## src/rtl/core_pkg.sv

```systemverilog
// core_pkg: run-control state encoding and default widths shared by the run controller
package core_pkg;
  typedef enum logic [2:0] {IDLE, FETCH, EXEC, MEM_WAIT, DONE} run_state_t;
  localparam int PC_WIDTH_DEF = 12;
  localparam int CNT_WIDTH_DEF = 16;
endpackage

```

## src/rtl/sat_counter.sv

```systemverilog
// sat_counter: clearable, enabled up-counter that sticks at all-ones
//   clk, reset (async active-low), clr (sync clear, wins over en), en, count
module sat_counter #(
  parameter int WIDTH = 16
) (
  input  logic             clk,
  input  logic             reset,
  input  logic             clr,
  input  logic             en,
  output logic [WIDTH-1:0] count
);
  logic [WIDTH-1:0] count_q, count_d;
  always_comb count_d = clr ? '0 : (en && count_q != '1) ? count_q + 1'b1 : count_q;
  always_ff @(posedge clk or negedge reset)
    if (!reset) count_q <= '0;
    else count_q <= count_d;
  assign count = count_q;
endmodule

```

## src/rtl/run_controller.sv

```systemverilog
// run_controller: program counter, FETCH/EXEC/MEM_WAIT sequencing and req/done run handshake
//   in : clk, reset (async active-low), req, pc_load_en, pc_load_value,
//        instr_halt, instr_is_mem, mem_ack
//   out: done, busy, timeout, pc, mem_req, step, cycle_count
//   RUN_CTRL_WATCHDOG_EN: when defined, a run ends with timeout after MAX_CYCLES busy cycles
module run_controller
  import core_pkg::*;
#(
  parameter int          PC_WIDTH   = PC_WIDTH_DEF,
  parameter int          CNT_WIDTH  = CNT_WIDTH_DEF,
  parameter int unsigned MAX_CYCLES = 32'hFFFF
) (
  input  logic                 clk,
  input  logic                 reset,
  input  logic                 req,
  output logic                 done,
  output logic                 busy,
  output logic                 timeout,
  output logic [PC_WIDTH-1:0]  pc,
  input  logic                 pc_load_en,
  input  logic [PC_WIDTH-1:0]  pc_load_value,
  input  logic                 instr_halt,
  input  logic                 instr_is_mem,
  output logic                 mem_req,
  input  logic                 mem_ack,
  output logic                 step,
  output logic [CNT_WIDTH-1:0] cycle_count
);
  run_state_t state_q, state_d;
  logic [PC_WIDTH-1:0] pc_q, pc_d;
  logic done_q, done_d, busy_q, busy_d, timeout_q, timeout_d;
  logic start, run_ok, wd;
  // busy_q mirrors "state is FETCH/EXEC/MEM_WAIT"; dropping req there is an abort
  assign start = state_q == IDLE && req;
  assign run_ok = busy_q && req;
`ifdef RUN_CTRL_WATCHDOG_EN
  localparam logic [CNT_WIDTH-1:0] WD_LAST = CNT_WIDTH'(MAX_CYCLES - 1);
  assign wd = run_ok && cycle_count == WD_LAST;
`else
  logic unused_max;
  assign unused_max = ^MAX_CYCLES;
  assign wd = 1'b0;
`endif
  always_comb begin
    state_d = state_q;
    step = 1'b0;
    mem_req = 1'b0;
    case (state_q)
      IDLE: state_d = req ? FETCH : IDLE;
      FETCH: state_d = !req ? IDLE : wd ? DONE : EXEC;
      EXEC, MEM_WAIT:
        if (!req) state_d = IDLE;
        else if (wd) state_d = DONE;
        else if (state_q == EXEC && instr_halt) state_d = DONE;
        else if (state_q == EXEC && !instr_is_mem) begin
          step = 1'b1;
          state_d = FETCH;
        end else begin
          mem_req = 1'b1;
          step = mem_ack;
          state_d = mem_ack ? FETCH : MEM_WAIT;
        end
      DONE: state_d = req ? DONE : IDLE;
      default: state_d = IDLE;
    endcase
    pc_d = start ? '0 : step ? (pc_load_en ? pc_load_value : pc_q + 1'b1) : pc_q;
    timeout_d = start ? 1'b0 : wd ? 1'b1 : timeout_q;
    busy_d = state_d inside {FETCH, EXEC, MEM_WAIT};
    done_d = state_d == DONE;
  end
  always_ff @(posedge clk or negedge reset)
    if (!reset) begin
      state_q <= IDLE;
      pc_q <= '0;
      done_q <= 1'b0;
      busy_q <= 1'b0;
      timeout_q <= 1'b0;
    end else begin
      state_q <= state_d;
      pc_q <= pc_d;
      done_q <= done_d;
      busy_q <= busy_d;
      timeout_q <= timeout_d;
    end
  sat_counter #(.WIDTH(CNT_WIDTH)) u_cycles (
    .clk(clk),
    .reset(reset),
    .clr(start),
    .en(run_ok),
    .count(cycle_count)
  );
  assign pc = pc_q;
  assign done = done_q;
  assign busy = busy_q;
  assign timeout = timeout_q;
endmodule

```

## config.mk

```make
export PLATFORM = sky130hd
export DESIGN_NAME = run_controller
export DESIGN_NICKNAME = d
export VERILOG_FILES = /design/src/rtl/core_pkg.sv /design/src/rtl/sat_counter.sv /design/src/rtl/run_controller.sv
export SDC_FILE = /design/constraint.sdc
export NUM_CORES = 1
export LEC_CHECK = 0
export BUFFER_PORTS_ARGS = -buffer_cell sky130_fd_sc_hd__buf_4
export CAP_MARGIN = 25
export CORE_UTILIZATION = 53
export DETAILED_ROUTE_END_ITERATION = 8
export PLACE_DENSITY = 0.88
export RECOVER_POWER = 100
export SETUP_SLACK_MARGIN = 0.05
export SKIP_LAST_GASP = 1
export SYNTH_ARGS = -nofsm -noshare
export SYNTH_HDL_FRONTEND = slang
export SYNTH_HIERARCHICAL = 1
export SYNTH_SLANG_ARGS = --single-unit
```

## constraint.sdc

```tcl
create_clock -name clk -period 2.35 [get_ports clk]
set_input_delay 0.3525 -clock clk [delete_from_list [all_inputs] [get_ports clk]]
set_output_delay 0.3525 -clock clk [all_outputs]
set_load 0.1 [all_outputs]
```

# == After elaboration in Yosys (flattened, before gate mapping) ==
# Index checks and enable logic that the tools add are counted.
# totals
output_inout_bits,33
input_bits,19
register_bits,33
wordCells,48
# op_classes
eq_ne,9
addsub,2
n_mux,21
reduce_logical,11
# op_table
cell,count
two-way mux 12 bit,3
two-way mux 16 bit,2
"adder 16 x 1 -> 16 bit, second input constant",1
"inequality test 16 bit, second input constant",1
"adder 12 x 1 -> 12 bit, second input constant",1
"equality test 3 x 2 -> 1 bit, second input constant",4
one-hot mux 3 bit (4 select lines),1
two-way mux 1 bit,9
two-way mux 3 bit,3
"equality test 3 x 1 -> 1 bit, second input constant",2
"equality test 3 bit, second input constant",2
two-way mux 2 bit,3
logical AND 1 bit,5
nonzero test 2 bit,2
logical NOT 3 bit,1
nonzero test 3 bit,1
OR reduction 2 bit,1
logical NOT 1 bit,1

# == Depth between registers and ports, before layout ==
# Gate-level depths: netlist of run 1.
# logic_depth
word_depth,8
depth_mapped,6
mapped_depth_nobuf,5

# == Cells and area by module ==
# Netlist of run 1, hierarchy kept.
# by_module_without_submodules
mod,area_per_inst_um2,n_inst,cells_each,seq_area_each_um2
run_controller,1109.8,1,126,425.4
sat_counter,942.2,1,98,400.4

# == Worst setup path after synthesis of run 1 ==
# OpenSTA, ideal clock, no wires.
# synth_timing
path_type,reg-to-reg
start,register u_cycles.count_q[0] (netlist: u_cycles/count[0])
end,register u_cycles.count_q[15] (netlist: u_cycles/count[15])
required_time_ns,2.222
arrival_time_ns,2.349
n_path_buf,0
path_slack_ns,-0.126
period_less_slack_ns,2.476
path_stages_with_launch,6
setup_ns,0.128
cell_sequence,dfrtp_1 ha_1 nand4_2 nor4_4 nor4_1 mux2_1
# synth_between
elab_chain_len,3
word_cells_on_any_way,6
cone_classes,add/sub: 1; eq/ne: 1; mux: 2; reduce/logical: 2
# synth_rtl
element,line,text
start: declaration,sat_counter.sv:12,"logic [WIDTH-1:0] count_q, count_d;"
start signal: assignment,sat_counter.sv:16,else count_q <= count_d;
adder 16 x 1 -> 16 bit / inequality test 16 bit (equally long branches),sat_counter.sv:13,always_comb count_d = clr ? '0 : (en && count_q != '1) ? count_q + 1'b1 : count_q;
two-way mux 16 bit / logical AND 1 bit (equally long branches),sat_counter.sv:13,
two-way mux 16 bit / nonzero test 2 bit (equally long branches),n/a,
# Several ways; a longest one is shown, not always the timed one. The select of a mux whose other input is x is not followed.
# A chain may end at the register's enable or synchronous reset.

# == Worst setup path after layout of run 1 ==
# layout_timing
start,register state_q[0]
end,output step
# layout_between
elab_chain_len,6
word_cells_on_any_way,9
cone_classes,eq/ne: 2; mux: 4; reduce/logical: 3
# layout_rtl
element,line,text
start: declaration,run_controller.sv:29,"run_state_t state_q, state_d;"
start signal: assignment,run_controller.sv:79,state_q <= state_d;
equality test 3 x 2 -> 1 bit,"run_controller.sv:48, run_controller.sv:54, run_controller.sv:55",
logical AND 1 bit,run_controller.sv:55,else if (state_q == EXEC && !instr_is_mem) begin
two-way mux 1 bit,run_controller.sv:55,
two-way mux 1 bit,run_controller.sv:54,else if (state_q == EXEC && instr_halt) state_d = DONE;
two-way mux 1 bit,run_controller.sv:52,if (!req) state_d = IDLE;
two-way mux 1 bit (*),run_controller.sv:48,case (state_q)
end: declaration,run_controller.sv:26,"output logic step,"
# Every way passes the cells marked *; elsewhere a longest branch is shown, timed or not.

==> out/metrics.csv, run 1 <==
metric,value,unit
die height,64.22,um
via count,1979,
clock share of power,0.363,
Syn Std Cell Area,2052,um2
Seq cells post-synth,33,
most frequent cells in the layout,"31 x clkbuf_1, 28 x dfrtp_1, 19 x buf_4",
FILL cells,339,
Worst path slowest cell,dfrtp_1,
diode count,0,
H-tree depth,2,
Worst EP required,2000,ps
Synth Instances,224,
TritonCTS buffer count,5,
"Hold Vio Cnt, Final",0,
RSZ-0062 raised after global routing,no,
hold buffers post-CTS,0,
crit path kind,flip-flop to primary output,
minimum clock period,2221,ps
CTS Sinks,33,
WL/cell,16.25,um
die area,4124,um2
Combinational Power Share,0.230,
Final setup viols,0,
Port Buffers,50,
max incr delay on CP,460,ps
DR iter-0 viols,184,
sequential power share,0.407,
crit path DAT,1870,ps
Final ANT Viol Nets,0,
Post-synth EDFFs,0,
Initial Util,0.5563,
final cell count without fillers,321,
crit-path cells,"or3_1, a211o_4, inv_1, buf_6",
Yosys top cell area share,0.4024,
GRT Residual Overflow,0,
CTS tree,yes,
CTS max path bufs,2,
CP Capture Type,primary output,
DIE WIDTH,64.22,um
violated checks,"capacitance limit, slew limit",
Avg Inst Size Synth,9.161,um2
first-pass GRT wire length,8.790,mm
GRT Resource Usage Total,0.2728,
Worst setup SP type,flip-flop,
"most common cell after layout, fill and taps aside",clkbuf_1,
Setup TNS Final,0,ps
period utilization,0.9452,
status,"finished, violations left",
# nets final,293,
dominant synthesized flop cell,dfrtp_1,
VDD IR max,0.3273,mV
worst-margin pin slew,1755,ps
Switching Share,0.3409,
Int Pwr,1.021,mW
Max-Cap Viols,1,
area of the multi-input gates,1089,um2
Synth warnings,6,
DR pass1 iterations,4,
cell taking the most area after synthesis,dfrtp_1,
Max Clk Rate,450.2,MHz
Via-to-Cell Ratio,6.165,
power density cells,632.5,nW/um2
Layout area overhead,19.33,%
Root Buffer,clkbuf_8,
largest net degree at the start of global routing,34,
Placer Congestion,0.8079,
Boundary Pins,52,
Worst-path clk slew,70,ps
max-slew violations,34,
Core Region,3689,um2
Final HPWL DP,3.536,mm
# DRC,0,
top area cells in the synthesized netlist,"dfrtp_1 40%, a21oi_1 4.1%, o31ai_1 3.3%",
drt total wl,5.217,mm
Reg area,832.0,um2
Hold Path Class,primary input to flip-flop,
post-synthesis sequential area ratio,0.4024,
antenna violations before repair,0,
"Clk Latency, worst-skew pair",290,ps
Post-Syn Nets,245,
CP max FO,8,
Slew HR,-0.1702,
leakage dissipation,0.9777,nW
ratio of cells with drive above 1 in the final layout,0.1868,
Inst Count DP,311,
asr flop ratio synth,1.000,
Clock Skew,5.214,ps
row count,22,
vias in the first global route,1878,
post-synth cell types,53,
switching power,528.0,uW
[worst max-delay path: cells and delay by family, from the launching register on]
kind / cells / cell delay [ps]
buffers and inverters: 2 / 310
AND/OR/NAND/NOR: 1 / 450
AO/OA/AOI/OAI: 1 / 360
flip-flops: 1 / 460
[area by class of cell]
type,count,share of cell area
Clock inverter,1,0.01226
Multi-Input combinational cell,161,0.4446
Sequential cell,33,0.3398
Inverter,16,0.02453
Tap cell,48,0.02453
Timing Repair Buffer,55,0.1191
Clock buffer,7,0.03526
[through the flow]
stage	setup slack (ps)	util	cell area (um2)	power, mW	hold WS, ps
CTS	71.26	0.6981	2575	1.569	10.24
global placement	317.3	0.6635	2447	1.006	321.6
floorplan	58.24	-	2058	0.9133	56.91
global route	72.41	0.6638	2449	1.612	309.8
detailed placement	294.0	0.6635	2447	1.013	321.0
finish	128.7	0.6638	2449	1.549	298.5
[synth_stat cells, types with 5 or more instances]
| cell | instances |
|---|---|
| a211oi_1 | 8 |
| a21oi_1 | 17 |
| clkbuf_1 | 11 |
| dfrtp_1 | 33 |
| inv_1 | 16 |
| nand2_1 | 14 |
| nand3_1 | 8 |
| nand4_1 | 10 |
| nor2_1 | 7 |
| nor3_1 | 5 |
| nor4_1 | 6 |
| o21ai_0 | 7 |
| o22ai_1 | 8 |
| o31ai_1 | 9 |
| or4_1 | 5 |
[sequential cells by signal, summed over array words and instances, names as in the netlist]
| name | count |
|---|---|
| busy | 1 |
| pc | 12 |
| state_q | 3 |
| done | 1 |
| u_cycles/count | 16 |
[what timing repair did]
action / CTS / global route
resized for setup: 2 / 2
endpoints found under the setup margin: 1 / 1
pin swaps: 0 / 1
buffers inserted: 0 / 2
[power groups by stage]
stage	clock network (mW)	logic (mW)	registers, mW
floorplan	0	0.139	0.775
global placement	0	0.365	0.641
detailed placement	0	0.372	0.641
CTS	0.563	0.376	0.631
global route	0.597	0.380	0.635
finish	0.563	0.356	0.630
[layer usage]
layer,up-vias,routed length (um),track usage
li1,953,-,-
met1,954,2236,0.3390
met2,64,2624,0.4441
met3,8,277,0.08750
met4,0,78,0.09444
met5,-,0,0
[final timing paths]
check / from / end / slack [ps] / cells past startpoint
worst max-delay path: state_q[0] / step / 130 / 4
worst min-delay path: mem_ack / state_q[1] / 300 / 2
worst max register to register: u_cycles/count[0] / u_cycles/count[15] / 190 / 6
worst min register to register: pc[11] / pc[11] / 580 / 2
max in group asynchronous: reset / u_cycles/count[1] / 690 / 1
min in group asynchronous: reset / state_q[2] / 520 / 1
[kinds of logic (layout without fill, tap and decap cells)]
| family | after synthesis | in the layout | share of synthesized area |
|---|---|---|---|
| and+or+nand+nor | 82 | 82 | 0.2457 |
| AOI/OAI and AO/OA | 70 | 70 | 0.2402 |
| DFF | 33 | 33 | 0.4024 |
| buffers and inverters | 30 | 79 | 0.06524 |
| muxes | 6 | 6 | 0.03232 |
| adders and majority gates | 2 | 2 | 0.01219 |
| other | 1 | 1 | 0.001828 |
No activity file was read; power rests on OpenSTA's default activity.
==> run 2, diff against run 1 <==
CORE_MARGIN = 2   (was unset)
GPL_ROUTABILITY_DRIVEN = 0   (was unset)
==> out/metrics.csv, run 2 (same netlist as run 1, synthesis figures left out) <==
metric,value,unit,change
Post-CTS Setup Bufs,0,,unchanged
diode count,0,,unchanged
critical path buffer and inverter count,2,,unchanged
max incr delay on CP,450,ps,about the same
GRT Resource Usage Total,0.2412,,-0.03164
crit path kind,flip-flop to primary output,,
Initial Util,0.5563,,unchanged
Layout area overhead,17.26,%,
CTS max path bufs,2,,unchanged
vias in the first global route,1778,,-5.3%
ratio of cells with drive above 1 in the final layout,0.1808,,-0.006001
Port Buffers,50,,unchanged
Worst setup SP type,flip-flop,,
most frequent cells in the layout,"31 x clkbuf_1, 29 x dfrtp_1, 18 x buf_4",,
pre-CTS WS,302.6,ps,+8.578 ps
sequential power share,0.451,,+0.044
TritonCTS buffer count,5,,unchanged
Final HPWL DP,3.355,mm,-5.1%
Boundary Pins,52,,unchanged
drt total wl,4.921,mm,-5.7%
r2r worst-path depth,6,,unchanged
post-cts resize count,2,,unchanged
Switching Share,0.3704,,+0.02950
GRT Residual Overflow,0,,unchanged
hold wc startpoint,mem_ack,,
Finished Core Util,0.6523,,-0.01153
Max-Cap Viols,1,,unchanged
period utilization,0.9660,,+0.02078
Inst Count DP,311,,unchanged
"most common cell after layout, fill and taps aside",clkbuf_1,,
RSZ-0062 raised after global routing,no,,
die area,4385,um2,+6.3%
switching power,518.3,uW,-1.8%
row count,22,,unchanged
clock share of power,0.294,,-0.069
Via-to-Cell Ratio,6.132,,-0.54%
Slew HR,-0.1563,,+0.01392
Root Buffer,clkbuf_8,,
worst-margin pin slew,1734,ps,-20.88 ps
Int Pwr,881.1,uW,-14%
Worst EP required,2000,ps,about the same
DR iter-0 viols,220,,+20%
CTS tree,yes,,
hold endpoint,state_q[1],,
# DRC,0,,unchanged
final setup margin,79.90,ps,-48.84 ps
final cell count without fillers,319,,-0.62%
crit path DAT,1920,ps,+50 ps
Worst path slowest cell,dfrtp_1,,
die height,66.22,um,+3.1%
Worst-path clk slew,60,ps,about the same
status,"finished, violations left",,
violated checks,"capacitance limit, slew limit",,
Final setup viols,0,,unchanged
H-tree depth,2,,unchanged
WL/cell,15.43,um,-5.1%
Hold Path Class,primary input to flip-flop,,
hold path depth,2,,unchanged
Clock Skew,5.543,ps,+0.3292 ps
Final ANT Viol Nets,0,,unchanged
max FFs per register,16,,unchanged
DIE WIDTH,66.22,um,+3.1%
hold buffers post-CTS,0,,unchanged
largest net degree at the start of global routing,34,,unchanged
critical path's top delay family,flip-flops,,
CTS Sinks,33,,unchanged
minimum clock period,2270,ps,+48.84 ps
via count,1956,,-1.2%
VDD IR max,0.3638,mV,+11%
Core Region,3689,um2,unchanged
DR pass1 iterations,4,,unchanged
Power Total,1.399,mW,-9.6%
R2R Path Start,u_cycles/count[0],,
leakage dissipation,0.9577,nW,-2.0%
crit-path cells,"or3_4, a211o_4, inv_1, buf_6",,
"Clk Latency, worst-skew pair",280,ps,about the same
antenna violations before repair,0,,unchanged
CP Capture Type,primary output,,
max-slew violations,34,,unchanged
Combinational Power Share,0.255,,+0.025
"Hold Vio Cnt, Final",0,,unchanged
Max Clk Rate,440.5,MHz,-2.2%
first-pass GRT wire length,8.190,mm,-6.8%
Setup TNS Final,0,ps,unchanged
RR Endpoint,u_cycles/count[15],,
power density cells,581.6,nW/um2,-8.1%
# nets final,291,,-0.68%
CP max FO,12,,+4
worst reg-to-reg setup slack,210,ps,+20 ps
## run 2: final cells by class
| type | count | area, um2 |
|---|---|---|
| timing repair buffer | 53 | 279.0 |
| sequential | 33 | 830.8 |
| clock inverter | 2 | 10.01 |
| fill | 345 | 1282 |
| clock buffer | 6 | 72.57 |
| inverter | 16 | 60.06 |
| tap | 48 | 60.06 |
| multi-input combinational | 161 | 1094 |
## run 2: worst max-delay path by stage
stage,end,depth (start not counted),startpoint
4_1_cts,step,4,state_q[0]
6_report,step,4,state_q[0]
5_1_grt,step,4,state_q[0]
3_3_place_gp,step,4,state_q[0]
2_1_floorplan,u_cycles/count[15],4,u_cycles/count[8]
3_5_place_dp,step,4,state_q[0]
## run 2: power by group through the flow
stage / logic, mW / clock network, mW / registers (mW)
4_1_cts: 0.373 / 0.416 / 0.631
3_5_place_dp: 0.371 / 0 / 0.642
6_report: 0.357 / 0.412 / 0.631
2_1_floorplan: 0.139 / 0 / 0.775
5_1_grt: 0.377 / 0.452 / 0.636
3_3_place_gp: 0.364 / 0 / 0.640
## run 2: metal layers
layer,GRT usage,vias to the layer above,routed length (um)
li1,-,945,-
met1,0.3319,946,2304
met2,0.3800,57,2330
met3,0.04089,8,220
met4,0.08929,0,66
met5,0,-,0
## run 2: stage by stage
step                      instance area, um2  hold WS [ps]
after floorplan                         2058         56.91
after global placement                  2447         320.1
after detailed placement                2447         322.9
after CTS                               2537         16.47
after global routing                    2406         293.7
final                                   2406         298.3
